--- config.mk ---
export PLATFORM = sky130hd
export DESIGN_NAME = uart_tx_shifter
export DESIGN_NICKNAME = d
export VERILOG_FILES = /design/src/rtl/uart_pkg.sv /design/src/rtl/uart_baud_counter.sv /design/src/rtl/uart_tx_shifter.sv
export SDC_FILE = /design/constraint.sdc
export NUM_CORES = 1
export LEC_CHECK = 0
export CAP_MARGIN = 25
export CORE_AREA = 5 5 49 51
export CTS_BUF_LIST = sky130_fd_sc_hd__clkbuf_8
export CTS_CLUSTER_DIAMETER = 120
export DETAILED_ROUTE_END_ITERATION = 8
export DIE_AREA = 0 0 54 56
export PLACE_DENSITY = 0.95
export SYNTH_ARGS = -nofsm -noshare
export SYNTH_HDL_FRONTEND = slang
export SYNTH_SLANG_ARGS = --single-unit
--- constraint.sdc ---
create_clock -name clk -period 3.3 [get_ports clk]
set_clock_uncertainty 0.2 [all_clocks]
set_input_delay 0.66 -clock clk [delete_from_list [all_inputs] [get_ports clk]]
set_output_delay 0.66 -clock clk [all_outputs]
set_load 0.02 [all_outputs]
--- src/rtl/uart_pkg.sv ---
// Shared UART constants and sizing helpers used by the transmit and receive paths.
package uart_pkg;

    localparam int unsigned PAR_NONE = 32'd0;
    localparam int unsigned PAR_EVEN = 32'd1;
    localparam int unsigned PAR_ODD  = 32'd2;

    // Frame length in bits: start + data + optional parity + stop bits.
    function automatic int unsigned frame_len(input int unsigned data_bits,
                                              input int unsigned parity,
                                              input int unsigned stop_bits);
        return 32'd1 + data_bits + ((parity != PAR_NONE) ? 32'd1 : 32'd0) + stop_bits;
    endfunction

    // Counter width able to hold values 0..n-1 (never narrower than one bit).
    function automatic int unsigned cnt_width(input int unsigned n);
        return (n <= 32'd2) ? 32'd1 : 32'($clog2(n));
    endfunction

endpackage

--- src/rtl/uart_baud_counter.sv ---
// Bit-time divider: counts enabled cycles and flags the last cycle of each bit period.
module uart_baud_counter
    import uart_pkg::*;
#(
    parameter int unsigned CLKS_PER_BIT = 16
) (
    input  logic clk,
    input  logic rst,
    input  logic clear,
    input  logic enable,
    output logic tc_c
);

    localparam int unsigned CW = cnt_width(CLKS_PER_BIT);
    localparam logic [CW-1:0] CNT_MAX = CW'(CLKS_PER_BIT - 32'd1);

    logic [CW-1:0] cnt_q;
    logic [CW-1:0] cnt_d;

    // Terminal count only when this cycle actually counts; clear wins over counting.
    always_comb begin
        tc_c  = enable && (cnt_q == CNT_MAX);
        cnt_d = cnt_q;
        if (clear) begin
            cnt_d = '0;
        end else if (tc_c) begin
            cnt_d = '0;
        end else if (enable) begin
            cnt_d = cnt_q + CW'(1);
        end
    end

    // Counter register.
    always_ff @(posedge clk or posedge rst) begin
        if (rst) begin
            cnt_q <= '0;
        end else begin
            cnt_q <= cnt_d;
        end
    end

endmodule

--- src/rtl/uart_tx_shifter.sv ---
// UART transmit datapath: frames a word, paces bits via the baud divider and drives tx.
module uart_tx_shifter
    import uart_pkg::*;
#(
    parameter int unsigned DATA_BITS    = 8,
    parameter int unsigned CLKS_PER_BIT = 16,
    parameter int unsigned PARITY       = PAR_NONE,
    parameter int unsigned STOP_BITS    = 1
) (
    input  logic                 clk,
    input  logic                 rst,
    input  logic                 load,
    input  logic                 shift_en,
    input  logic [DATA_BITS-1:0] data_in,
    output logic                 tx,
    output logic                 busy,
    output logic                 done
);

    localparam int unsigned F   = frame_len(DATA_BITS, PARITY, STOP_BITS);
    localparam int unsigned BCW = cnt_width(F + 32'd1);
    localparam logic [BCW-1:0] LAST_BIT = BCW'(F - 32'd1);

    logic [F-1:0]   shreg_q;
    logic [F-1:0]   shreg_d;
    logic [F-1:0]   load_word;
    logic [BCW-1:0] bit_cnt_q;
    logic [BCW-1:0] bit_cnt_d;
    logic           busy_q;
    logic           busy_d;
    logic           done_q;
    logic           done_d;
    logic           parity_bit;
    logic           advance;
    logic           baud_tc;

    // The shift register LSB is the line itself; it is a flop, so tx is registered.
    assign tx   = shreg_q[0];
    assign busy = busy_q;
    assign done = done_q;

    // A load cycle never counts as a bit-time cycle.
    assign advance = busy_q && shift_en && !load;

    uart_baud_counter #(
        .CLKS_PER_BIT(CLKS_PER_BIT)
    ) u_baud (
        .clk    (clk),
        .rst    (rst),
        .clear  (load),
        .enable (advance),
        .tc_c   (baud_tc)
    );

    // Build the frame image: stop ones above optional parity, data, then start bit.
    always_comb begin
        parity_bit = (PARITY == PAR_ODD) ? ~(^data_in) : (^data_in);
        load_word  = '1;
        load_word[DATA_BITS:1] = data_in;
        load_word[0] = 1'b0;
        if (PARITY != PAR_NONE) begin
            load_word[DATA_BITS+1] = parity_bit;
        end
    end

    // Next-state: load restarts the frame; each bit boundary shifts or ends the frame.
    always_comb begin
        shreg_d   = shreg_q;
        bit_cnt_d = bit_cnt_q;
        busy_d    = busy_q;
        done_d    = 1'b0;
        if (load) begin
            shreg_d   = load_word;
            bit_cnt_d = '0;
            busy_d    = 1'b1;
        end else if (baud_tc) begin
            bit_cnt_d = bit_cnt_q + BCW'(1);
            if (bit_cnt_q < LAST_BIT) begin
                shreg_d = {1'b1, shreg_q[F-1:1]};
            end else begin
                // Last stop bit is already on the line (LSB is 1); leave it there.
                busy_d = 1'b0;
                done_d = 1'b1;
            end
        end
    end

    // State registers; reset leaves the line idle high.
    always_ff @(posedge clk or posedge rst) begin
        if (rst) begin
            shreg_q   <= '1;
            bit_cnt_q <= '0;
            busy_q    <= 1'b0;
            done_q    <= 1'b0;
        end else begin
            shreg_q   <= shreg_d;
            bit_cnt_q <= bit_cnt_d;
            busy_q    <= busy_d;
            done_q    <= done_d;
        end
    end

endmodule
==> results.md, run 1 <==
- The flow ran to the end, and the final reports show no timing, DRC or antenna violations.
- The largest driver fanout on the critical path is 2.
- Buffers added to address setup during post-CTS repair amount to 0.
- The share of the synthesized area in the top cell type is 23.0%.
- The worst flop-to-flop path startpoint is bit_cnt_q[0].
- By instance count, the leading cell after synthesis is sky130_fd_sc_hd__nand3_1.
- The wire-length estimate of the detail-placed layout is 1710 um.
- The buffering stage count on the worst path with inverters included is 1.
- Entering global routing, the biggest net connects 20 pins.
- Traced cell by cell, the critical path runs through clkdlybuf4s50_1.
- The library cell occupying the most area in the post-synthesis netlist is sky130_fd_sc_hd__dfrtp_1.
- The die is 54 um wide.
- The type of the worst setup path is reg2out.
- In the synthesized netlist the async set-or-reset flop fraction comes to 100%.
- For this design the static power due to leakage is 0.479 nW.
- The mapped netlist covers 1090 um^2.
- In this run the number of H-tree levels came out at 1.
- The final weighted congestion in routability-driven placement is 0.802.
- The placement-stage worst setup slack is 0.931 ns.
- The setup total negative slack is 0 ns.
- The share of the clock period used by the worst path is 67.8%.
- The path class of the lowest-slack min-delay path is reg2reg.
- In this run the most critical hold path is launched from u_baud.cnt_q[0].
- Clock tree synthesis inserted a total of 3 buffers.
- The maximum count of clock buffers along a single path is 2.
- The worst hold path depth is 2.
- The netlist uses 29 different library cells.
- The max-slew violation count was 0.
- Global routing used 18.1% of the available tracks across all layers.
- In the final design database the tool counted 140 nets.
- The setup slack of the worst register-to-register path is 1.41 ns.
- The kind of cell adding the most delay to the critical path is buffers and inverters.
- The arrival time of data at the critical path endpoint is 1.38 ns.
- After floorplanning, the core was divided into 16 placement rows.
- The most used flip-flop cell after synthesis is sky130_fd_sc_hd__dfrtp_1.
- Ranked by instance count, the synthesized netlist is headed by sky130_fd_sc_hd__nand3_1 (14), sky130_fd_sc_hd__nor2b_1 (11), sky130_fd_sc_hd__dfrtp_1 (10).
- The worst path required time is 2.44 ns.
- The synthesized net count is 130.
- Setup violations remaining at the end of the flow were counted as 0.
- Measured along the y axis, the die boundary spans 56 um.
- Hold repair after CTS inserted 0 buffers.
- The number of instances in the synthesized netlist is 115.
- Setup slack on the critical path of the routed design comes to 1.06 ns.
- In this run the tool buffered the top-level ports with 14 buffer cells.
- The cell with the biggest individual delay on the critical path is sky130_fd_sc_hd__clkdlybuf4s50_1.
- The via count of the first global-routing pass is 990.
- The max-capacitance violation count is 0.
- For this run, the number of Yosys warnings is 0.
- The cell area power density is 372 nW/um^2.
- The clock transition at the register clock pins on the worst setup and hold paths after CTS is 0.07 ns.
- The end point of the worst hold path is u_baud.cnt_q[0].
- After detailed routing, the average wire length per cell comes to 16.8 um.
- The area of the core region is 1900 um^2.
- Yosys attributes the largest share of cell area to sky130_fd_sc_hd__dfrtp_1 (23%), sky130_fd_sc_hd__dfstp_2 (22%), sky130_fd_sc_hd__nand3_1 (6.5%).
- The layout cell share with drive strength beyond 1 is 15.3%.
- For this block, the initial DRC count from the detailed router was 34.
- The type of element capturing the critical path is a primary output.
- The initial antenna violation count is 0.
- The count of filler cells inserted in the layout is 154.
- Setup repair after global routing left no endpoint under its margin.
- For this configuration, the core starts out at a cell density of 57.1%.
- The maximum resistive drop on vdd is 0.228 mV.
- The maximum single-stage delay on the critical path is 0.59 ns.
- Gates resized during post-CTS repair numbered 0.
- Clock tree synthesis found a total of 19 sinks.
- After detailed placement, the total cell area comes to 1220 um^2.
- The final antenna-violating net count is 0.
- Global routing finished with a remaining overflow of 0.
- For this design the top-level I/O count stands at 15.
- The tightest slew margin relative to the limit is 51.4%.
- The number of antenna diodes is 0.
- The achievable clock frequency is 0.447 GHz.
- The flip-flop and latch count after synthesis is 19.
- The first-pass GRT wire length is 4150 um.
- The cell area after layout is 1270 um^2.
- The startpoint kind of the worst setup timing path is a flop.
- For the pin with the worst max-slew slack, the measured transition is 0.729 ns.
- Using the TritonRoute via totals, the vias-per-cell ratio works out to 6.40.
- The detailed-route via count is 966.
- The worst register-to-register path ends at shreg_q[0].
- The sequential share of the synthesized area is 44.8%.
- Counting I/O delays and the setup requirement, the final critical path takes 2.24 ns.
- After detailed routing, the number of remaining DRC violations is 0.
- The area growth from synthesis to layout is 16.9%.
- The root buffer selected by CTS is sky130_fd_sc_hd__clkbuf_8.
- The number of synthesized flops with an enable pin is 0.
- The number of hold violations in the final report is 0.
- TritonCTS built the clock tree.
- The number of cells on the worst reg-to-reg path is 5.
- The die outline area is 3020 um^2.
- The post-detailed-routing wire length is 2540 um.
- The first detailed-routing pass took 4 iterations.
- The average cell area after synthesis is 9.44 um^2.
- The clock reaches the later pin of the worst-skew pair after 0.26 ns.
-- how the worst max path moves through the flow --
stage	startpoint	end	slack, ns	cells past startpoint
2_1_floorplan	bit_cnt_q[0]	shreg_q[0]	1.63	6
3_3_place_gp	load	shreg_q[1]	0.98	5
3_5_place_dp	load	shreg_q[1]	0.93	5
4_1_cts	shreg_q[0]	tx	1.06	1
5_1_grt	shreg_q[0]	tx	1.04	1
6_report	shreg_q[0]	tx	1.06	1
-- per-stage QoR --
step                      hold slack [ns]  util [%]  total power, W  cells
final                               0.374      66.8        0.000472    151
after global routing                0.408      66.8        0.000488    151
after CTS                           0.378      66.8        0.000475    151
after detailed placement            0.368      64.3        0.000311    147
after global placement              0.336      64.3        0.000309    147
after floorplan                     0.323         -        0.000289    115
-- per-layer routing --
layer | share of wire [%] | up-vias | track usage (%)
met5 | 0 | - | 0
met4 | 1.4 | 0 | 8.54
met3 | 4.7 | 5 | 2.41
met2 | 54 | 39 | 32.2
met1 | 40 | 477 | 20.2
li1 | - | 445 | -
-- kinds of logic after synthesis --
kind of cell	synth area share (%)
mux	2.07
buf+inv	5.41
flops	44.8
fa+ha+maj	3.46
compound gates	21.7
xor+xnor	0.807
simple gates	21.8
-- power by group --
group | switching, W | total [W] | internal (W) | leakage (nW)
sequential | 0.00000418 | 0.000254 | 0.000250 | 0.227
clock | 0.0000802 | 0.000164 | 0.0000841 | 0.0255
combinational | 0.0000293 | 0.0000541 | 0.0000248 | 0.227
total | 0.000114 | 0.000472 | 0.000359 | 0.479
-- layout make-up --
cell class                 instances  area (um^2)  share of cell area [%]
clock buffer                       3         41.3                    3.25
clock inverter                     1         5.00                   0.394
inverter                           4         15.0                    1.18
multi-input combinational         82          541                    42.6
sequential                        19          487                    38.3
tap                               27         33.8                    2.66
timing repair buffer              15          148                    11.6
-- state kept, by name, indices dropped and copies added (netlist names) --
register,count
done,1
shreg_q,9
bit_cnt_q,4
u_baud.cnt_q,4
busy,1
-- cell usage in the layout (no fill, tap or decap), drive strengths merged, types with 2 or more instances in the layout --
cell type      count
a32oi              7
nand2              6
a21oi              5
clkdlybuf4s50     14
or3                2
clkbuf             3
nor2b             11
dfstp              9
inv                4
nand3             15
nor2               3
o2111ai            7
o21ai              9
ha                 3
mux2               2
nand2b             2
dfrtp             10
-- worst min-delay path, delay by kind of cell (launching register included) --
family | cells | cell delay, ns
AOI/OAI and AO/OA | 1 | 0.06
and+or+nand+nor | 1 | 0.07
DFF | 1 | 0.41
Note: power is estimated with default switching activity, not from simulation.
==> run 2, diff against run 1 <==
--- a/config.mk
+++ b/config.mk
@@ -6,12 +6,12 @@
 export NUM_CORES = 1
 export LEC_CHECK = 0
 export CAP_MARGIN = 25
-export CORE_AREA = 5 5 49 51
+export CORE_AREA = 5 5 51 53
 export CTS_BUF_LIST = sky130_fd_sc_hd__clkbuf_8
 export CTS_CLUSTER_DIAMETER = 120
 export DETAILED_ROUTE_END_ITERATION = 8
-export DIE_AREA = 0 0 54 56
-export PLACE_DENSITY = 0.95
+export DIE_AREA = 0 0 56 58
+export PLACE_DENSITY = 0.89
 export SYNTH_ARGS = -nofsm -noshare
 export SYNTH_HDL_FRONTEND = slang
 export SYNTH_SLANG_ARGS = --single-unit
==> constraint.sdc (replaced) <==
create_clock -name clk -period 2.17 [get_ports clk]
set_clock_uncertainty 0.2 [all_clocks]
set_input_delay 0.434 -clock clk [delete_from_list [all_inputs] [get_ports clk]]
set_output_delay 0.434 -clock clk [all_outputs]
set_load 0.02 [all_outputs]
==> results.md, run 2 (synthesis results as in run 1) <==
- The top cell types in the final layout, fill and taps aside, are sky130_fd_sc_hd__nand3_1 (14), sky130_fd_sc_hd__clkdlybuf4s50_1 (14), sky130_fd_sc_hd__nor2b_1 (11), sky130_fd_sc_hd__dfrtp_1 (10).
- Setup violations remaining at the end of the flow were counted as 0.
- IR analysis of the VDD net gives a maximum drop of 0.426 mV.
- The largest registers in the layout are shreg_q (9), bit_cnt_q (4), u_baud.cnt_q (4).
- The kind of cell adding the most delay to the critical path is buffers and inverters.
- Dividing the detail-routed wire length by the instance count gives 16.1 um.
- After clock tree synthesis, the flow added hold-fix buffers numbering 0.
- The number of stages on the worst setup path is 1.
- The number of clock sinks is 19.
- The initial antenna violation count is 0.
- The arrival time of data at the critical path endpoint is 1.38 ns.
- The post-route netlist has 16.5% of its cells at a drive strength greater than 1.
- The net count of the finished layout is 143.
- The number of hold violations in the final report came to 0.
- The number of clock buffers added by TritonCTS is 3.
- The first global-routing pass estimated 4200 um of wire.
- The area of the core region is 2110 um^2.
- The worst register-to-register path ends at shreg_q[0].
- The die covers 3250 um^2.
- Walking the worst path, the cells encountered are clkdlybuf4s50_1.
- The register with the most flip-flops in the final layout is shreg_q.
- TritonCTS built the clock tree.
- The time the final worst path needs with I/O delays and setup is 2.02 ns.
- The worst register-to-register path begins at bit_cnt_q[0].
- The post-CTS setup repair buffer count is 0.
- The share of the clock period used by the worst path is 92.9%.
- The startpoint kind of the worst setup timing path is a flop.
- Setup repair after global routing left no endpoint under its margin.
- The detailed-routing iteration count for the pre-antenna-repair pass is 4.
- The critical path is of the reg2out type.
- The residual DRC count is 0.
- The cell area power density is 549 nW/um^2.
- The tool flagged a number of max-cap violations equal to 0.
- The worst path required time is 1.54 ns.
- The slowest stage of the critical path belongs to the cell sky130_fd_sc_hd__clkdlybuf4s50_1.
- The maximum number of pins on one net before global-route repair is 30.
- The buffering stage count on the worst path with inverters included is 1.
- The clock transition at the register clock pins on the worst setup and hold paths after CTS is 0.07 ns.
- The number of top-level design ports is 15.
- The count of port buffers added during placement is 14.
- STA classifies the critical path endpoint as a primary output.
- Tracing the worst setup path back leads to its startpoint at shreg_q[0].
- The final weighted congestion in routability-driven placement is 0.794.
- After filler insertion, the fill cell instance count of the layout stands at 169.
- The maximum count of clock buffers along a single path is 2.
- Once layout is complete, the utilization of the core stands at 62.0%.
- The number of DRC violations after detailed-routing iteration 0 is 25.
- The number of gates given a new drive strength after cts is 0.
- The run finished with clean final reports.
- The clock reaches the later pin of the worst-skew pair after 0.25 ns.
- The floorplan has 17 rows.
- Summed over all layers, the routed wires come to 2500 um.
- The register with the most flip-flops in the layout has 9 of them.
- The placed cell area is 1260 um^2.
- Based on the critical path, the design can be clocked at up to 0.496 GHz.
- The floorplan step set the die height to 58 um.
- The largest single stage delay on the critical path is 0.60 ns.
- The via count of the first global-routing pass is 950.
- The total power of the final layout is 0.000716 W.
- The tightest slew margin relative to the limit is 66.0%.
- The last element of the critical path is tx.
- After legalization and detailed placement, the total HPWL measured 1760 um.
- Dividing the detail-routed via count by the number of cells gives 6.05.
- At the pin with the least slew margin, the transition time is 0.509 ns.
- The repair_antennas step left the layout with diodes totalling 0.
- The area growth from synthesis to layout is 20.2%.
- Once the floorplan was initialized, standard cells occupied 51.6% of the core.
- The root buffer selected by CTS is sky130_fd_sc_hd__clkbuf_8.
- The die is 56 um wide.
- The cell area after layout is 1310 um^2.
- Counting cells, the worst reg-to-reg path comes to 5.
- The final antenna-violating net count is 0.
- The setup check on the worst reg-to-reg path leaves a slack of 0.31 ns.
- The path class of the lowest-slack min-delay path is in2async.
- The total congestion overflow is 0.
- The overall global routing resource usage is 16.3%.
- In this run the number of H-tree levels came out at 1.
- The largest driver fanout on the critical path is 2.
- The leakage power figure is 0.500 nW.
- Summed over all failing endpoints, the final setup total negative slack is 0 ns.
- The max-slew violation count came to 0.
- The detailed-route via count is 938.
-- run 2: metal layers --
layer	share of wire, %	global-route usage [%]	up-vias
met3	3.8	2.90	7
met1	43	20.3	454
li1	-	-	449
met5	0	0	-
met2	50	26.9	28
met4	2.8	8.81	0
-- run 2: area by class of cell --
cell class / count / area, um^2 / share of cell area, %
flip-flops and latches: 19 / 487 / 37.3
multi-input cells: 82 / 541 / 41.4
clock inverters: 1 / 3.75 / 0.288
well taps: 28 / 35.0 / 2.68
inverters: 4 / 15.0 / 1.15
clock buffers: 3 / 41.3 / 3.16
repair buffers: 18 / 183 / 14.0
-- run 2: stage by stage --
step | hold WS [ns] | setup slack, ns | cells
global placement | 0.347 | 0.180 | 151
finish | 0.298 | 0.154 | 155
global route | 0.328 | 0.116 | 155
detailed placement | 0.356 | 0.126 | 151
floorplan | 0.179 | 0.500 | 115
CTS | 0.308 | 0.144 | 155
-- run 2: worst register-to-register path, delay by kind of cell, from the launching register on --
kind / cells / cell delay (ns)
AOI/OAI and AO/OA: 1 / 0.33
and+or+nand+nor: 1 / 0.23
DFF: 1 / 0.41
muxes: 1 / 0.37
buffers and inverters: 1 / 0.09
adders and majority gates: 1 / 0.16
-- run 2: worst min-delay path by stage --
stage	slack (ns)	start	depth (start not counted)	end
2_1_floorplan	0.18	rst	1	bit_cnt_q[0]
3_3_place_gp	0.35	u_baud.cnt_q[1]	2	u_baud.cnt_q[1]
3_5_place_dp	0.36	u_baud.cnt_q[1]	2	u_baud.cnt_q[1]
4_1_cts	0.31	rst	3	u_baud.cnt_q[1]
5_1_grt	0.33	rst	3	u_baud.cnt_q[2]
6_report	0.30	rst	3	busy
-- run 2: where the power goes --
part           switching, W   total, W  internal, W
Clock              0.000114   0.000240     0.000126
Combinational     0.0000463  0.0000902    0.0000438
Sequential       0.00000635   0.000386     0.000380
